==> src/rtl/uart_pkg.sv <==
// Shared UART definitions: FSM state encoding, default bit timing and frame-length constants.
package uart_pkg;

    typedef enum logic [2:0] {
        ST_IDLE,
        ST_START,
        ST_DATA,
        ST_PARITY,
        ST_STOP
    } uart_state_t;

    localparam int CLKS_PER_BIT_DEF = 16;
    localparam int DATA_BITS        = 8;
    localparam int START_BITS       = 1;
    localparam int FRAME_BITS_8N1   = START_BITS + DATA_BITS + 1;

    function automatic int frame_bits(input int parity_en, input int stop_bits);
        return START_BITS + DATA_BITS + parity_en + stop_bits;
    endfunction

    // Even parity is the XOR of the byte; odd parity inverts it.
    function automatic logic parity_of(input logic [7:0] b, input logic odd);
        return (^b) ^ odd;
    endfunction

endpackage

==> src/rtl/uart_baud_gen.sv <==
// Bit timer: counts clk cycles within one serial bit and strobes the last (and next-to-last) cycle.
module uart_baud_gen
    import uart_pkg::*;
#(
    parameter int CLKS_PER_BIT = CLKS_PER_BIT_DEF
) (
    input  logic clk,
    input  logic rst,
    input  logic restart,
    output logic bit_end,
    output logic bit_near_end
);

    localparam int CW = 16;

    logic [CW-1:0] count;

    assign bit_end      = (count == CW'(CLKS_PER_BIT - 1));
    assign bit_near_end = (count == CW'(CLKS_PER_BIT - 2));

    // The only way back to zero is the explicit reload; the counter never runs past the last cycle.
    always_ff @(posedge clk) begin
        if (rst || restart || bit_end) begin
            count <= '0;
        end else begin
            count <= count + 1'b1;
        end
    end

endmodule

==> src/rtl/uart_transmit.sv <==
// UART transmitter: valid/ready byte input, LSB-first serial frame with optional parity and 1 or 2 stop bits.
module uart_transmit
    import uart_pkg::*;
#(
    parameter int CLKS_PER_BIT = CLKS_PER_BIT_DEF,
    parameter int PARITY_EN    = 0,
    parameter int PARITY_ODD   = 0,
    parameter int STOP_BITS    = 1
) (
    input  logic       clk,
    input  logic       rst,
    input  logic [7:0] data,
    input  logic       valid,
    output logic       ready,
    output logic       out,
    output logic       done
);

    uart_state_t state;
    logic [7:0]  shift_reg;
    logic [2:0]  bit_idx;
    logic        stop_idx;
    logic        parity_bit;
    logic        bit_end;
    logic        bit_near_end;
    logic        restart;
    logic        last_stop;

    // Holding the timer in reload while idle makes the start bit exactly one full bit long.
    assign restart   = (state == ST_IDLE);
    assign ready     = (state == ST_IDLE) && !rst;
    assign last_stop = (STOP_BITS == 2) ? stop_idx : 1'b1;

    uart_baud_gen #(
        .CLKS_PER_BIT(CLKS_PER_BIT)
    ) u_baud (
        .clk         (clk),
        .rst         (rst),
        .restart     (restart),
        .bit_end     (bit_end),
        .bit_near_end(bit_near_end)
    );

    always_ff @(posedge clk) begin
        if (rst) begin
            state      <= ST_IDLE;
            out        <= 1'b1;
            done       <= 1'b0;
            shift_reg  <= '0;
            bit_idx    <= '0;
            stop_idx   <= 1'b0;
            parity_bit <= 1'b0;
        end else begin
            done <= 1'b0;
            case (state)
                ST_IDLE: begin
                    out <= 1'b1;
                    if (valid) begin
                        shift_reg  <= data;
                        parity_bit <= parity_of(data, PARITY_ODD != 0);
                        bit_idx    <= '0;
                        stop_idx   <= 1'b0;
                        out        <= 1'b0;
                        state      <= ST_START;
                    end
                end
                ST_START: begin
                    if (bit_end) begin
                        out   <= shift_reg[0];
                        state <= ST_DATA;
                    end
                end
                ST_DATA: begin
                    if (bit_end) begin
                        if (bit_idx == 3'd7) begin
                            if (PARITY_EN != 0) begin
                                out   <= parity_bit;
                                state <= ST_PARITY;
                            end else begin
                                out   <= 1'b1;
                                state <= ST_STOP;
                            end
                        end else begin
                            bit_idx <= bit_idx + 3'd1;
                            out     <= shift_reg[bit_idx + 3'd1];
                        end
                    end
                end
                ST_PARITY: begin
                    if (bit_end) begin
                        out   <= 1'b1;
                        state <= ST_STOP;
                    end
                end
                ST_STOP: begin
                    // done is registered, so it is raised one cycle early to land on the final stop cycle.
                    if (bit_near_end && last_stop) begin
                        done <= 1'b1;
                    end
                    if (bit_end) begin
                        if (last_stop) begin
                            state <= ST_IDLE;
                        end else begin
                            stop_idx <= 1'b1;
                        end
                    end
                end
                default: begin
                    out   <= 1'b1;
                    state <= ST_IDLE;
                end
            endcase
        end
    end

endmodule

==> config.mk <==
export PLATFORM = sky130hd
export DESIGN_NAME = uart_transmit
export DESIGN_NICKNAME = d
export VERILOG_FILES = /design/src/rtl/uart_pkg.sv /design/src/rtl/uart_baud_gen.sv /design/src/rtl/uart_transmit.sv
export SDC_FILE = /design/constraint.sdc
export NUM_CORES = 1
export LEC_CHECK = 0
export ABC_AREA = 1
export CAP_MARGIN = 10
export CORE_UTILIZATION = 46
export CTS_CLUSTER_SIZE = 24
export DETAILED_ROUTE_END_ITERATION = 8
export DONT_BUFFER_PORTS = 1
export GPL_TIMING_DRIVEN = 1
export MAX_ROUTING_LAYER = met4
export SYNTH_ARGS = -nofsm -noshare
export SYNTH_HDL_FRONTEND = slang
export SYNTH_SLANG_ARGS = --single-unit
==> constraint.sdc <==
create_clock -name clk -period 2.45 [get_ports clk]
set_clock_uncertainty 0.15 [all_clocks]
set_input_delay 0.3675 -clock clk [delete_from_list [all_inputs] [get_ports clk]]
set_output_delay 0.3675 -clock clk [all_outputs]
set_load 0.02 [all_outputs]
==> metrics <==
Synth Register Bits 32; initial core utilization 48.6%; sequential share of power 43.6%; Pins Over Slew Limit 0; Sink Count 32; synthesized cell area 1650 um2; combinational power share 30.6%; Worst Path Required 1.93 ns; initial antenna violation count 0; Final Total Pwr 0.00159 W; register area 641 um2; Data arrival, critical path 1.40 ns; endpoints failing setup 0; drt first pass iters 4; fillers 325; dpl hpwl 2.26 mm; post-CTS resize count 0; max_slew headroom 66.0%; die height 61.8 um; post-synth top area share 38.9%; GP Congestion 0.855; layout cells sized above 1 11.3%; kind of critical path reg2out; slew of the pin with the lowest slew margin 0.509 ns; gr ovfl total 0; vias per cell 4.76; I/O pin count 14; Mean Syn Cell Area 7.07 um2; setup TNS 0 ns; PD cells 892 nW/um2; Critical Path Source Type register; LEAKAGE 0.658 nW; Post-Layout Cell Count 285; drt wl/cell 10.7 um; DR iter-0 viols 100; PortBufs 0; Vias 1358; vias in the first global route 1252; CTS tree built; first-pass GRT wire length 5.18 mm; H-tree depth 2; Top FF cell, synth dfxtp_1; Post-Syn Instances 233; net switching power 0.000603 W; post-synth cell types 33; critical path capture point type primary output; met2 usage in global routing 30.4%; period utilization 78.4%; Core ar. 3390 um2; fin crit period 1.92 ns; number of synthesized flops with an enable pin 0; Synth-to-Final Area Change 8.21%; Inserted Clock Buffers 5; Peak Freq 0.521 GHz; Final nets 253; min-delay worst type in2reg; Yosys Warn Count 0; antenna fix cells 0; FP Rows 21; ys async rst share 0%; crit-path max FO 7; Mapped Nets 248; die area 3820 um2; MaxCap Viol Count 0; worst skew pair latency 0.34 ns; Post-route DRC 0; area of the multi-input gates 858 um2; largest net degree at the start of global routing 18; met1 GRT Util 23.4%; sequential area share after synthesis 38.9%; clock-pin slew on the worst setup and hold paths 0.12 ns; final hold vios 0; clk root buf clkbuf_4; Sw Share 38.0%; Tot GR Track Use 19.4%; Clock Power Share 25.8%; commonest cells after routing, fill and taps aside nand2_1, dfxtp_1, inv_1; met3 GRT Util 6.83%; Die Wd 61.8 um; status complete, no violations; Cells after DPL 276; DRT Wirelength 3.05 mm; RSZ-0062 raised after global routing false; gr busiest metal met2; synth top area cells dfxtp_1, nand2_1, inv_1; commonest non-fill, non-tap cell in the layout nand2_1; leading area contributor after synthesis dfxtp_1; Clock Path Buffers 2; antenna-violating nets left 0; VDD IR-drop max 0.414 mV; number of flip-flops under the largest register name 16; Pint 0.000985 W
==> critical path, cell delays in order, from the launching register on <==
cell and delay (ns):
dfxtp_1 0.41, nor2_1 0.19, nand2_2 0.12, nor2_1 0.36
==> logic make-up after synthesis <==
group	Yosys count	synth area share [%]
xor+xnor	3	1.60
simple gates	118	34.1
fa+ha+maj	4	3.04
buf+inv	38	8.97
compound gates	38	13.4
flops	32	38.9
==> cell type report <==
type                    instances  share of cell area, %
well taps                      46                   3.23
flip-flops and latches         32                   36.0
clock inverters                 3                   2.39
inverters                      34                   7.16
multi-input cells             163                   48.2
repair buffers                  2                  0.983
clock buffers                   5                   2.11
==> through the flow <==
stage          instance area (um2)  hold WS (ns)  utilization, %  setup WS (ns)
2_1_floorplan                 1650         0.274               -          0.923
4_1_cts                       1780        0.0462            52.6          0.493
6_report                      1780        0.0646            52.6          0.529
3_3_place_gp                  1690         0.285            49.9          0.704
5_1_grt                       1780        0.0771            52.6          0.401
3_5_place_dp                  1690         0.289            49.9          0.677
==> per-layer routing <==
metal  vias up  routed length [um]
met5         -                   0
met4         0                  38
met3         4                 117
met2        14                1400
met1       579                1490
li1        761                   -
==> final timing paths <==
path | start | end | slack [ns] | cells past startpoint
max reg2reg | bit_idx[0] | out | 0.64 | 10
max | state[2] | ready | 0.53 | 3
min | data[5] | shift_reg[5] | 0.06 | 2
min reg2reg | shift_reg[6] | shift_reg[6] | 0.30 | 2
==> timing repair <==
item	CTS	global route
buffers inserted	0	0
hold buffers	1	0
endpoints found under the hold margin	4	0
==> cell usage after synthesis (2+ instances only) <==
cell and number:
nand2_1 46, nand2_2 3, nor3_1 8, o21bai_1 2
a21oi_1 20, clkbuf_1 2, nand3_2 3, nor3_2 2
nand4_1 3, or2_0 2, nor3b_1 2, inv_1 31
nor2_1 28, ha_1 4, o211ai_1 3, o21ai_1 2
nor2_2 4, xnor2_1 2, o21ai_0 8, dfxtp_1 32
inv_2 2, nand3_1 13
==> power by group through the flow <==
stage	clock network, W	registers, W	logic (W)
CTS	0.000426	0.000692	0.000492
detailed placement	0	0.000705	0.000488
global route	0.000450	0.000707	0.000574
finish	0.000410	0.000693	0.000486
global placement	0	0.000704	0.000490
floorplan	0	0.000680	0.000425
(Power assumes the default switching activity.)
